`config.mk`:
```
export PLATFORM = sky130hd
export DESIGN_NAME = axis_width_downsizer
export DESIGN_NICKNAME = d
export VERILOG_FILES = /design/src/rtl/axis_pkg.sv /design/src/rtl/axis_lane_select.sv /design/src/rtl/axis_width_downsizer.sv
export SDC_FILE = /design/constraint.sdc
export NUM_CORES = 1
export LEC_CHECK = 0
export ABC_CLOCK_PERIOD_IN_PS = 4600
export BUFFER_PORTS_ARGS = -buffer_cell sky130_fd_sc_hd__buf_2
export CAP_MARGIN = 20
export CORE_ASPECT_RATIO = 1.25
export CORE_MARGIN = 8
export CORE_UTILIZATION = 55
export CTS_BUF_LIST = sky130_fd_sc_hd__clkbuf_8
export CTS_CLUSTER_DIAMETER = 40
export CTS_CLUSTER_SIZE = 24
export DETAILED_ROUTE_END_ITERATION = 7
export GPL_ROUTABILITY_DRIVEN = 0
export GPL_TIMING_DRIVEN = 0
export PLACE_DENSITY = 0.82
export REMOVE_ABC_BUFFERS = 1
export SYNTH_ARGS = -nofsm -noshare
export SYNTH_HDL_FRONTEND = slang
export SYNTH_SLANG_ARGS = --single-unit
export TNS_END_PERCENT = 1
```
`constraint.sdc`:
```
create_clock -name axi_aclk -period 4.6 [get_ports axi_aclk]
set_input_delay 0.69 -clock axi_aclk [delete_from_list [all_inputs] [get_ports axi_aclk]]
set_output_delay 0.69 -clock axi_aclk [all_outputs]
set_load 0.1 [all_outputs]
```
`src/rtl/axis_pkg.sv`:
```
// axis_pkg
//   Shared types and helpers for the AXI-Stream width downsizer.
//   - FSM_STATE   : IDLE (hold register empty) / EMIT (serialising a beat)
//   - popcount    : number of set bits in a byte-qualifier vector
//   - lanes_valid : one bit per narrow lane, set when the lane carries any byte
//   Helpers are written against fixed maximum widths so one package serves
//   every parameterisation of the downsizer; callers zero-extend their keep
//   vectors and pass the lane geometry as constant arguments.
package axis_pkg;

    // Default geometry of the bridge front end.
    localparam int DEF_S_DATA_WIDTH = 64;
    localparam int DEF_M_DATA_WIDTH = 32;
    localparam int DEF_RATIO        = DEF_S_DATA_WIDTH / DEF_M_DATA_WIDTH;
    localparam int DEF_LANE_BYTES   = DEF_M_DATA_WIDTH / 8;

    // Widest supported keep vector (512-bit input) and lane count.
    localparam int KEEP_MAX  = 64;
    localparam int RATIO_MAX = 16;
    localparam int POP_W     = $clog2(KEEP_MAX + 1);

    typedef enum logic {
        IDLE = 1'b0,
        EMIT = 1'b1
    } FSM_STATE;

    function automatic logic [POP_W-1:0] popcount(input logic [KEEP_MAX-1:0] keep);
        logic [POP_W-1:0] cnt;
        cnt = '0;
        for (int b = 0; b < KEEP_MAX; b++) begin
            cnt = cnt + POP_W'(keep[b]);
        end
        return cnt;
    endfunction

    // Lanes beyond 'ratio' always read as empty.
    function automatic logic [RATIO_MAX-1:0] lanes_valid(input logic [KEEP_MAX-1:0] keep,
                                                         input int laneBytes,
                                                         input int ratio);
        logic [RATIO_MAX-1:0] mask;
        mask = '0;
        for (int k = 0; k < RATIO_MAX; k++) begin
            for (int b = 0; b < KEEP_MAX; b++) begin
                if (k < ratio && b >= k * laneBytes && b < (k + 1) * laneBytes && keep[b]) begin
                    mask[k] = 1'b1;
                end
            end
        end
        return mask;
    endfunction

endpackage

```
`src/rtl/axis_lane_select.sv`:
```
// axis_lane_select
//   Combinational priority finder over a lane-valid mask.
//   Ports:
//     mask_i    : one bit per lane, set when the lane holds data
//     idx_i     : reference lane index
//     incl_i    : 1 = search from idx_i inclusive, 0 = strictly above idx_i
//     next_o    : lowest valid lane satisfying the search (0 when none)
//     final_o   : no valid lane satisfies the search
//   Used once with incl_i=1/idx_i=0 to find the first lane of a fresh beat,
//   and once with incl_i=0 on the current lane to find the next one.
module axis_lane_select #(
    parameter int RATIO = 2,
    parameter int IDX_W = 1
) (
    input  logic [RATIO-1:0] mask_i,
    input  logic [IDX_W-1:0] idx_i,
    input  logic             incl_i,
    output logic [IDX_W-1:0] next_o,
    output logic             final_o
);

    // Scan from the top down so the last hit is the lowest qualifying lane.
    always_comb begin
        next_o  = '0;
        final_o = 1'b1;
        for (int k = RATIO - 1; k >= 0; k--) begin
            if (mask_i[k] && ((k > int'(idx_i)) || (incl_i && (k == int'(idx_i))))) begin
                next_o  = IDX_W'(k);
                final_o = 1'b0;
            end
        end
    end

endmodule

```
`src/rtl/axis_width_downsizer.sv`:
```
// axis_width_downsizer
//   Serialises wide AXI-Stream beats into narrow lanes (lane 0 first), drops
//   lanes with an all-zero tkeep slice, and reports the byte length of every
//   completed frame.
//   Ports:
//     axi_aclk / axi_aresetn        : clock, asynchronous active-low reset
//     s_axis_*                      : wide input stream (S_DATA_WIDTH)
//     m_axis_*                      : narrow output stream (M_DATA_WIDTH)
//     frame_len / frame_len_valid   : byte count of the frame just closed,
//                                     qualified by a one-cycle pulse
module axis_width_downsizer
    import axis_pkg::*;
#(
    parameter int S_DATA_WIDTH    = 64,
    parameter int M_DATA_WIDTH    = 32,
    parameter int USER_WIDTH      = 1,
    parameter int FRAME_LEN_WIDTH = 16
) (
    input  logic                       axi_aclk,
    input  logic                       axi_aresetn,
    input  logic [S_DATA_WIDTH-1:0]    s_axis_tdata,
    input  logic [S_DATA_WIDTH/8-1:0]  s_axis_tkeep,
    input  logic                       s_axis_tlast,
    input  logic [USER_WIDTH-1:0]      s_axis_tuser,
    input  logic                       s_axis_tvalid,
    output logic                       s_axis_tready,
    output logic [M_DATA_WIDTH-1:0]    m_axis_tdata,
    output logic [M_DATA_WIDTH/8-1:0]  m_axis_tkeep,
    output logic                       m_axis_tlast,
    output logic [USER_WIDTH-1:0]      m_axis_tuser,
    output logic                       m_axis_tvalid,
    input  logic                       m_axis_tready,
    output logic [FRAME_LEN_WIDTH-1:0] frame_len,
    output logic                       frame_len_valid
);

    localparam int RATIO      = S_DATA_WIDTH / M_DATA_WIDTH;
    localparam int LANE_BYTES = M_DATA_WIDTH / 8;
    localparam int KEEP_W     = S_DATA_WIDTH / 8;
    localparam int IDX_W      = (RATIO > 1) ? $clog2(RATIO) : 1;

    FSM_STATE                   state_q;
    logic [S_DATA_WIDTH-1:0]    data_q;
    logic [KEEP_W-1:0]          keep_q;
    logic                       last_q;
    logic [USER_WIDTH-1:0]      user_q;
    logic [RATIO-1:0]           mask_q;
    logic [IDX_W-1:0]           lane_q;
    logic [FRAME_LEN_WIDTH-1:0] byteCnt_q;
    logic [FRAME_LEN_WIDTH-1:0] byteCnt_d;
    logic [FRAME_LEN_WIDTH-1:0] frameLen_q;
    logic                       frameLenValid_q;

    logic [RATIO_MAX-1:0]       inMaskAll;
    logic [RATIO-1:0]           inMask;
    logic [IDX_W-1:0]           firstLane;
    logic                       noInLanes;
    logic [IDX_W-1:0]           nextLane;
    logic                       finalLane;
    logic                       inHs;
    logic                       outHs;
    logic [M_DATA_WIDTH-1:0]    dataLanes [RATIO];
    logic [LANE_BYTES-1:0]      keepLanes [RATIO];
    logic [POP_W-1:0]           laneBytes;
    logic [FRAME_LEN_WIDTH:0]   sumWide;

    assign inMaskAll = lanes_valid(KEEP_MAX'(s_axis_tkeep), LANE_BYTES, RATIO);
    assign inMask    = inMaskAll[RATIO-1:0];

    axis_lane_select #(.RATIO(RATIO), .IDX_W(IDX_W)) u_firstLane (
        .mask_i  (inMask),
        .idx_i   ('0),
        .incl_i  (1'b1),
        .next_o  (firstLane),
        .final_o (noInLanes)
    );

    axis_lane_select #(.RATIO(RATIO), .IDX_W(IDX_W)) u_nextLane (
        .mask_i  (mask_q),
        .idx_i   (lane_q),
        .incl_i  (1'b0),
        .next_o  (nextLane),
        .final_o (finalLane)
    );

    always_comb begin
        for (int k = 0; k < RATIO; k++) begin
            dataLanes[k] = data_q[k*M_DATA_WIDTH +: M_DATA_WIDTH];
            keepLanes[k] = keep_q[k*LANE_BYTES +: LANE_BYTES];
        end
    end

    // Every output is taken from the hold register, so it cannot move while
    // the sink stalls.
    assign m_axis_tvalid   = (state_q == EMIT);
    assign m_axis_tdata    = dataLanes[lane_q];
    assign m_axis_tkeep    = keepLanes[lane_q];
    assign m_axis_tuser    = user_q;
    assign m_axis_tlast    = last_q & finalLane;
    assign frame_len       = frameLen_q;
    assign frame_len_valid = frameLenValid_q;

    // Refill in the same cycle the final lane leaves, so full beats stream
    // without bubbles.
    assign s_axis_tready = axi_aresetn &
                           ((state_q == IDLE) | (finalLane & m_axis_tready));
    assign inHs  = s_axis_tvalid & s_axis_tready;
    assign outHs = m_axis_tvalid & m_axis_tready;

    // Saturating frame byte accumulator; the extra top bit flags overflow.
    assign laneBytes = popcount(KEEP_MAX'(m_axis_tkeep));
    assign sumWide   = {1'b0, byteCnt_q} + (FRAME_LEN_WIDTH + 1)'(laneBytes);
    assign byteCnt_d = sumWide[FRAME_LEN_WIDTH] ? '1 : sumWide[FRAME_LEN_WIDTH-1:0];

    always_ff @(posedge axi_aclk or negedge axi_aresetn) begin
        if (!axi_aresetn) begin
            state_q         <= IDLE;
            data_q          <= '0;
            keep_q          <= '0;
            last_q          <= 1'b0;
            user_q          <= '0;
            mask_q          <= '0;
            lane_q          <= '0;
            byteCnt_q       <= '0;
            frameLen_q      <= '0;
            frameLenValid_q <= 1'b0;
        end else begin
            frameLenValid_q <= 1'b0;

            if (outHs) begin
                if (m_axis_tlast) begin
                    frameLen_q      <= byteCnt_d;
                    frameLenValid_q <= 1'b1;
                    byteCnt_q       <= '0;
                end else begin
                    byteCnt_q <= byteCnt_d;
                end
            end

            if (inHs) begin
                data_q <= s_axis_tdata;
                keep_q <= s_axis_tkeep;
                last_q <= s_axis_tlast;
                user_q <= s_axis_tuser;
                mask_q <= inMask;
                lane_q <= firstLane;
                // An empty beat still closes its frame with a keep-0 lane 0;
                // an empty non-final beat is simply swallowed.
                state_q <= (noInLanes && !s_axis_tlast) ? IDLE : EMIT;
            end else if (outHs) begin
                if (finalLane) begin
                    state_q <= IDLE;
                end else begin
                    lane_q <= nextLane;
                end
            end
        end
    end

endmodule

```
==> results of run 1 <==
## metrics by stage
| step | cell area, um2 | instances | hold WS [ps] | util | setup TNS, ps |
|---|---|---|---|---|---|
| floorplan | 5150 | 397 | 394 | - | 0 |
| global placement | 5970 | 657 | 459 | 0.628 | -192290 |
| detailed placement | 6050 | 659 | 464 | 0.636 | 0 |
| finish | 6260 | 676 | 335 | 0.659 | 0 |
| global route | 6260 | 676 | 361 | 0.659 | 0 |
| CTS | 6240 | 675 | 344 | 0.656 | 0 |
## worst paths after layout
| path | startpoint | endpoint | cells past startpoint |
|---|---|---|---|
| min in group axi_aclk | frame_len[10] | frame_len[10] | 2 |
| hold reg to reg | frame_len[10] | frame_len[10] | 2 |
| setup reg to reg | lane_q | byteCnt_q[3] | 10 |
| hold / removal | axi_aresetn | frame_len_valid | 1 |
| max in group asynchronous | axi_aresetn | lane_q | 2 |
| setup / recovery | lane_q | byteCnt_q[3] | 10 |
## timing repair
action | 4_1_cts | 5_1_grt
endpoints found under the hold margin | 0 | 0
pin swaps | 0 | 0
endpoints found under the setup margin | 3 | 3
buffers inserted | 0 | 1
resized for setup | 1 | 0
## registers in the layout, indices dropped and copies added (netlist names)
register and flops:
data_q 64, byteCnt_q 16, frame_len 16, keep_q 8, frame_len_valid 1, lane_q 1, last_q 1, m_axis_tuser 1
m_axis_tvalid 1, mask_q 1
## routing by layer
metal	routed length, um	global-route usage	vias up
met1	4710	0.199	1925
met3	1170	0.0832	15
met2	6330	0.329	147
li1	-	-	1792
met5	0	0	-
met4	184	0.0734	0
## cell usage after synthesis, drive strengths merged, types with 3 or more instances
master / count
nand3: 11
nor2: 12
clkbuf: 7
inv: 10
nor3: 9
a211o: 3
dfrtp: 110
o21ai: 10
o31ai: 4
or4: 4
and4: 9
a2111oi: 3
buf: 19
a21oi: 18
nand4: 4
and2: 4
mux2i: 7
mux2: 111
xnor2: 3
nand2b: 4
a31oi: 6
nand2: 21
nor4: 8
fa: 3
## worst register-to-register path: cells and delay by family, from the launching register on
family          cells  cell delay [ps]
fa+ha+maj           3             1270
simple gates        2             1260
flops               1              650
mux                 1              430
compound gates      2              430
buf+inv             2              140
## logic make-up after synthesis
| group | count (synthesis) |
|---|---|
| DFF | 110 |
| buffers and inverters | 37 |
| muxes | 118 |
| xor gates and xnor gates | 4 |
| AOI/OAI and AO/OA | 58 |
| and+or+nand+nor | 92 |
| adders and majority gates | 4 |
## area by class of cell
cell class,instances,area share
flip-flops and latches,110,0.440
multi-input cells,276,0.378
repair buffers,137,0.121
well taps,126,0.0252
clock buffers,10,0.0220
clock inverters,6,0.00799
inverters,11,0.00659
==> results.yml, run 1 <==
critical_path:
  worstSetupPathType: "flip-flop to flip-flop"
  crit_chain: "mux2_2 > fa_1 > inv_1 > fa_1 > inv_1 > fa_1 > nand4_1 > or4_4 > a211o_1 > a21oi_1"
  reg2reg_slack_ps: 320
  crit_path_max_incr_delay_ps: 790
  required_ps: 4880
  crit_top_cell: "fa_1"
  path_buf_inv: 2
  crit_family: "adder cells"
  path_max_fanout: 21
  setup.worst_path.end_class: "flip-flop"
  critPathLaunchType: "flip-flop"
  cp_slowest_cell: "or4_4"
  arrival_ps: 4560
run:
  drv_cap: 0
global_route:
  grt_pass1_vias: 4340
  antenna_found_initial: 0
  gr-total-overflow: 0
  grt_max_degree: 65
  grt_pass1_wl_mm: 20.6
  gr-usage-all-layers: 0.190
synthesis:
  ys_ff_latch: 110
  yosys_warnings: 0
  synth_edf_count: 0
  yosys.area_share.simple: 0.0986
  synth_fa_ha_area_frac: 0.0137
  ys.flop_type: "dfrtp_1"
  synth-async-reset-ratio: 1.00
  synthMuxAreaShare: 0.249
  yosysTopAreaCell: "dfrtp_1"
  synth_cells: 423
  synth.distinct_cells: 52
  synth-compound-area-share: 0.0757
  synth_area_um2: 5310
  yosys-top-cells-area: "dfrtp_1 (52%), mux2_2 (24%), a21oi_1 (1.7%), nand2_1 (1.3%), and4_1 (1.3%)"
  synth_seq_area_share: 0.519
  synth_xor_area_frac: 0.00660
  synth_top_family_by_area: "multiplexers"
  avgSynthCellArea_um2: 12.5
  synth_top_area_frac: 0.519
sta:
  drv_slew: 0
  tightest_slew_ps: 869
  setup_viol: 0
  hold_violations: 0
  min_period_ps: 4280
  rsz0062_at_grt: "no"
  relSlewSlack: 0.406
  fin_skew_ps: 9.36
  fmax_mhz: 234
  finalCritPeriodShare: 0.930
  setup_slack_ps: 320
clock_tree:
  clk_pin_slew_ps: 100
  cts_tree: "built"
  htreeDepth: 3
  clock_sinks: 110
  cts_made_buffers: 9
  clock_path_buffers: 2
  clk_latency_ps: 370
  cts_hold_buf: 0
  root_buffer: "clkbuf_8"
final_layout:
  n_antenna_cell: 0
  drive_gt1_frac: 0.500
  n_fill_cell: 740
  mostFrequentLayoutCells: "buf_2 (133), mux2_2 (111), dfrtp_1 (109), nand2_1 (19), a21oi_1 (18)"
  seq_area_um2: 2760
  multi_input_area_um2: 2360
  final_common_cell: "buf_2"
  area_growth_pct: 18.0
  fin_nets: 627
drt:
  drt-initial-drc-count: 200
  detailroute.via_count: 3879
  wirelength_mm: 12.4
  antenna_left: 0
  vias_per_cell: 5.74
  route.detailed.drc: 0
  wl_per_cell_um: 18.3
  first_pass_iters: 4
floorplan:
  die_area_um2: 13100
  design.core.area_um2: 9510
  dieWidth_um: 104
  dieHeight_um: 126
  initial_utilization: 0.558
  io_pins: 135
  num_rows: 40
worst_hold_path:
  holdCritPathClass: "input port to asynchronous set/reset pin"
placement:
  io_buffer_count: 134
  hpwl_mm: 8.90
  pre_cts_slack_ps: 6.82
status:
  run_status: "finished, final reports clean"
Power of run 1 is left out: the tool's default activity adds up to more than one toggle a clock period on the data nets, which glitch-free logic cannot reach.
==> inputs of run 2 (changes only) <==
--- a/config.mk
+++ b/config.mk
@@ -8,16 +8,18 @@
 export ABC_CLOCK_PERIOD_IN_PS = 4600
 export BUFFER_PORTS_ARGS = -buffer_cell sky130_fd_sc_hd__buf_2
 export CAP_MARGIN = 20
+export CELL_PAD_IN_SITES_DETAIL_PLACEMENT = 1
+export CELL_PAD_IN_SITES_GLOBAL_PLACEMENT = 1
 export CORE_ASPECT_RATIO = 1.25
 export CORE_MARGIN = 8
-export CORE_UTILIZATION = 55
+export CORE_UTILIZATION = 44
 export CTS_BUF_LIST = sky130_fd_sc_hd__clkbuf_8
 export CTS_CLUSTER_DIAMETER = 40
 export CTS_CLUSTER_SIZE = 24
 export DETAILED_ROUTE_END_ITERATION = 7
 export GPL_ROUTABILITY_DRIVEN = 0
 export GPL_TIMING_DRIVEN = 0
-export PLACE_DENSITY = 0.82
+export PLACE_DENSITY_LB_ADDON = 0.1
 export REMOVE_ABC_BUFFERS = 1
 export SYNTH_ARGS = -nofsm -noshare
 export SYNTH_HDL_FRONTEND = slang
==> run 2 against run 1 <==
Final cell count is 5.8% higher. Flip-flop and latch count stayed put. Critical path type unchanged. Non-clock buffer count stayed put. Critical path depth is 1 higher. Highest routed layer is now met5. Worst hold slack worse by 100 ps. Critical endpoint is now frame_len[15]. Wire length is 8.0% higher. Die area is 21% higher.
==> results.yml, run 2 (synthesized netlist as in run 1, its figures left out) <==
status:
  run_status: "finished, final reports clean"
critical_path:
  cp_slowest_cell: "or4_4"
  crit_family: "simple AND/OR/NAND/NOR gates"
  critPathLaunchType: "flip-flop"
  path_max_fanout: 29
  reg2regPathDepth: 11
  arrival_ps: 4660
  path_buf_inv: 3
  crit_top_cell: "fa_1"
  crit_path_max_incr_delay_ps: 810
  crit_chain: "buf_12 > mux2_2 > fa_1 > inv_1 > fa_1 > inv_1 > fa_1 > nand4_1 > or4_4 > and4_1 > o31ai_1"
  worstSetupPathType: "flip-flop to flip-flop"
  required_ps: 4880
  cp_num_cells: 11
  setup.worst_path.end_class: "flip-flop"
final_layout:
  regMostFlops: "data_q"
  seq_area_um2: 2750
  fin_nets: 627
  final_common_cell: "buf_2"
  multi_input_area_um2: 2360
  n_fill_cell: 1312
  area_growth_pct: 19.2
  final_cells: 715
  post-route-util: 0.530
  largest_reg_flops: 64
  mostFrequentLayoutCells: "buf_2 (133), mux2_2 (111), dfrtp_1 (109), nand2_1 (19), a21oi_1 (18)"
  drive_gt1_frac: 0.499
clock_tree:
  root_buffer: "clkbuf_8"
  clk_pin_slew_ps: 110
  ctsResizeCount: 0
  cts_made_buffers: 9
  clock_sinks: 110
  cts_tree: "built"
  cts_setup_buffers: 0
  htreeDepth: 3
  clk_latency_ps: 370
  cts_hold_buf: 0
  clock_path_buffers: 2
drt:
  drt-initial-drc-count: 116
  detailroute.via_count: 3837
  vias_per_cell: 5.37
  routed-wl-met2_mm: 7.10
  wl_per_cell_um: 18.7
  route.top_layer_used: "met5"
  antenna_left: 0
  met1_length_mm: 5.06
  route.detailed.drc: 0
  first_pass_iters: 4
  route.met3.wl_um: 964
  wirelength_mm: 13.4
floorplan:
  die_area_um2: 15900
  dieWidth_um: 114
  num_rows: 45
  dieHeight_um: 139
  io_pins: 135
  initial_utilization: 0.445
  design.core.area_um2: 11900
placement:
  hpwl_mm: 9.90
  io_buffer_count: 134
  dpl.cell_count: 698
  pre_cts_slack_ps: 228
sta:
  drv_slew: 0
  tightest_slew_ps: 811
  fin_skew_ps: 10.9
  min_period_ps: 4380
  finalCritPeriodShare: 0.952
  fmax_mhz: 228
  rsz0062_at_grt: "no"
  relSlewSlack: 0.446
  setup_slack_ps: 221
  setup_viol: 0
  hold_violations: 0
global_route:
  antenna_found_initial: 5
  grt_pass1_vias: 4374
  gr-usage-all-layers: 0.177
  grt_max_degree: 67
  gr-total-overflow: 0
  grt_pass1_wl_mm: 22.3
run:
  drv_cap: 0
worst_hold_path:
  holdCritPathClass: "input port to asynchronous set/reset pin"
## run 2: changes by cell type in the layout (fill, tap and decap cells not counted), sizes merged
cell / delta
clkinvlp: -2
diode: +2
bufinv: +1
clkbuf: +1
inv: -1
## run 2: routing by layer
metal | up-vias | track usage
met4 | 6 | 0.0632
met5 | - | 0
met2 | 78 | 0.313
met1 | 1940 | 0.189
met3 | 21 | 0.0641
li1 | 1792 | -
## run 2: cell type report
cell class / instances / share of cell area
Tap cell: 164 / 0.0324
Timing Repair Buffer: 137 / 0.119
Clock inverter: 4 / 0.00831
Clock buffer: 11 / 0.0239
Sequential cell: 110 / 0.435
Multi-Input combinational cell: 276 / 0.374
Antenna cell: 2 / 0.000791
Inverter: 11 / 0.00653
## run 2: path summary, 6_finish.rpt
path	startpoint	end	slack (ps)
worst max register to register	lane_q	frame_len[15]	220
worst max-delay path	lane_q	frame_len[15]	220
max in group asynchronous	axi_aresetn	lane_q	3660
min in group axi_aclk	frame_len[14]	frame_len[14]	490
worst min-delay path	axi_aresetn	frame_len_valid	230
worst min register to register	frame_len[14]	frame_len[14]	490
## run 2: stage by stage
| stage | hold WS (ps) | instance area, um2 | TNS (ps) |
|---|---|---|---|
| global route | 252 | 6320 | 0 |
| finish | 234 | 6330 | 0 |
| global placement | 458 | 6020 | -224280 |
| CTS | 233 | 6320 | 0 |
| detailed placement | 469 | 6120 | 0 |
| floorplan | 394 | 5150 | 0 |
Power of run 2 is left out for the same reason.
==> inputs of run 3 (changes only) <==
--- a/config.mk
+++ b/config.mk
@@ -5,18 +5,19 @@
 export SDC_FILE = /design/constraint.sdc
 export NUM_CORES = 1
 export LEC_CHECK = 0
+export ABC_AREA = 1
 export ABC_CLOCK_PERIOD_IN_PS = 4600
-export BUFFER_PORTS_ARGS = -buffer_cell sky130_fd_sc_hd__buf_2
 export CAP_MARGIN = 20
 export CELL_PAD_IN_SITES_DETAIL_PLACEMENT = 1
 export CELL_PAD_IN_SITES_GLOBAL_PLACEMENT = 1
-export CORE_ASPECT_RATIO = 1.25
+export CORE_ASPECT_RATIO = 0.75
 export CORE_MARGIN = 8
-export CORE_UTILIZATION = 44
+export CORE_UTILIZATION = 47
 export CTS_BUF_LIST = sky130_fd_sc_hd__clkbuf_8
 export CTS_CLUSTER_DIAMETER = 40
 export CTS_CLUSTER_SIZE = 24
 export DETAILED_ROUTE_END_ITERATION = 7
+export DONT_BUFFER_PORTS = 1
 export GPL_ROUTABILITY_DRIVEN = 0
 export GPL_TIMING_DRIVEN = 0
 export PLACE_DENSITY_LB_ADDON = 0.1
==> run 3 against run 2 <==
Synthesized cell count grew 63%. Largest cell class unchanged. Critical path type unchanged. Wire length grew 7.9%. Clock skew fell by 0.85 ps.
==> results.yml, run 3 <==
status:
  run_status: "finished, final reports clean"
power_and_ir_drop:
  vdd_drop_max_uv: 294
  power.total_mw: 4.04
  p_per_area_nw_per_um2: 729
  p_leak_nw: 3.10
floorplan:
  design.core.area_um2: 10900
  dieHeight_um: 107
  num_rows: 33
  die_area_um2: 14700
  dieWidth_um: 137
  initial_utilization: 0.479
  io_pins: 135
clock_tree:
  root_buffer: "clkbuf_8"
  cts_made_buffers: 9
  clock_sinks: 110
  htreeDepth: 3
  cts_tree: "built"
  clk_pin_slew_ps: 100
  clk_latency_ps: 380
  clock_path_buffers: 2
critical_path:
  crit_chain: "inv_2 > nand2_1 > nand2_2 > fa_1 > inv_1 > fa_1 > inv_1 > fa_1 > nand2_2 > nor2_4 > nand2_2 > nor2_4 > nand3_1 > nand2_1 > nand2_1 > nand2_1"
  crit_top_cell: "nand2_1"
  arrival_ps: 4580
  crit_path_max_incr_delay_ps: 760
  worstSetupPathType: "flip-flop to flip-flop"
  required_ps: 4920
  cp_slowest_cell: "dfrtp_4"
  path_max_fanout: 39
  setup.worst_path.end_class: "flip-flop"
  critPathLaunchType: "flip-flop"
global_route:
  grt_pass1_wl_mm: 23.5
  gr-total-overflow: 0
  grt_max_degree: 111
  antenna_found_initial: 0
  grt_pass1_vias: 4577
  gr-usage-all-layers: 0.202
sta:
  fmax_mhz: 235
  tightest_slew_ps: 1180
  rsz0062_at_grt: "no"
  fin_skew_ps: 10.0
  setup_slack_ps: 341
  min_period_ps: 4260
  relSlewSlack: 0.210
  finalCritPeriodShare: 0.926
  setup_viol: 0
  drv_slew: 0
  hold_violations: 0
  setup-tns-final_ps: 0
synthesis:
  synth.distinct_cells: 28
  ys.flop_type: "dfrtp_1"
  avgSynthCellArea_um2: 7.56
  synth-async-reset-ratio: 1.00
  yosys_warnings: 0
  yosys-top-cells-area: "dfrtp_1 (53%), nand2_1 (31%), inv_1 (2.5%), o21ai_0 (2.1%), nand3_1 (1.6%)"
  synth_common_cells: "nand2_1 (427), dfrtp_1 (110), inv_1 (35)"
  synth_edf_count: 0
  synth_area_um2: 5200
  synth_top_area_frac: 0.529
  synth_seq_area_share: 0.529
  yosysTopAreaCell: "dfrtp_1"
  synth_cells: 688
  synth.most_common_cell: "nand2_1"
  ys_ff_latch: 110
final_layout:
  fin_nets: 759
  largest_reg_flops: 64
  n_antenna_cell: 0
  mostFrequentLayoutCells: "nand2_1 (424), dfrtp_1 (109), inv_1 (36), o21ai_0 (22), nand3_1 (16)"
  area_growth_pct: 6.50
  final_common_cell: "nand2_1"
  regMostFlops: "data_q"
  post-route-util: 0.510
  final_cells: 822
  drive_gt1_frac: 0.0660
placement:
  hpwl_mm: 9.94
  io_buffer_count: 0
  pre_cts_slack_ps: -244
  dpl.cell_count: 804
drt:
  detailroute.via_count: 4260
  vias_per_cell: 5.18
  wl_per_cell_um: 17.6
  drt-initial-drc-count: 237
  route.detailed.drc: 0
  wirelength_mm: 14.4
  first_pass_iters: 4
  antenna_left: 0
worst_hold_path:
  holdCritPathClass: "input port to asynchronous set/reset pin"
run:
  drv_cap: 0
run 3: cell types whose count changed after synthesis, moves of 7 or more:
cell     previous run  this run
a21oi_1            18         0
and4_1              8         0
buf_2              11         4
buf_4               1         9
inv_1              10        35
mux2_2            111         0
mux2i_1             7         0
nand2_1            19       427
nor4_1              7         0
o21ai_0             9        22
run 3: worst max-delay path: cells and delay by family, from the launching register on:
family        cells  cell delay (ps)
flops             1              760
fa+ha+maj         3             1250
simple gates     10             1610
buf+inv           3              570
run 3: routing by layer:
| metal | global-route usage | vias up | share of wire | routed length [um] |
|---|---|---|---|---|
| li1 | - | 2057 | - | - |
| met5 | 0 | - | 0 | 0 |
| met2 | 0.312 | 98 | 0.47 | 6720 |
| met3 | 0.0766 | 15 | 0.082 | 1190 |
| met1 | 0.260 | 2090 | 0.44 | 6330 |
| met4 | 0.0557 | 0 | 0.014 | 201 |
run 3: cell type report:
type	instances	area [um2]
Tap cell	140	175
Clock buffer	9	124
Inverter	38	143
Fill cell	1381	5320
Clock inverter	7	42.5
Multi-Input combinational cell	512	2180
Sequential cell	110	2760
Timing Repair Buffer	6	118
run 3: metrics by stage:
stage | instance area (um2) | hold WS (ps)
global route | 5540 | 282
CTS | 5510 | 272
floorplan | 5050 | 394
global placement | 5220 | 398
detailed placement | 5310 | 397
finish | 5540 | 256
run 3: what timing repair did:
item                       CTS  global route
hold buffers                 1             0
resized for setup            2             2
hold endpoints to repair   110             0
cloned                       0             0
setup endpoints to repair   32            32
pin swaps                    0             0
buffers inserted             0             0
run 3: cell families (layout without fill, tap and decap cells):
kind of cell,after synthesis,after routing,synth area share
compound gates,28,28,0.0294
xor+xnor,2,2,0.00337
fa+ha+maj,4,4,0.0140
buf+inv,66,60,0.0565
flops,110,110,0.529
simple gates,478,478,0.367
run 3: final timing paths:
kind                                        from      endpoint  slack, ps  cells past startpoint
worst max-delay path                      lane_q  byteCnt_q[5]        340                     16
worst min-delay path                 axi_aresetn     data_q[8]        260                      1
max in group asynchronous            axi_aresetn    data_q[26]       3910                      1
worst min register to register        data_q[54]    data_q[54]        480                      2
worst max register to register            lane_q  byteCnt_q[5]        340                     16
min in group axi_aclk           s_axis_tdata[23]    data_q[23]        420                      2
run 3: where the power goes:
part	leakage, nW	internal [mW]	switching (mW)
sequential	1.40	1.21	0.500
combinational	1.62	0.284	1.52
clock	0.0862	0.193	0.331
total	3.10	1.68	2.35
(Power assumes the default switching activity.)
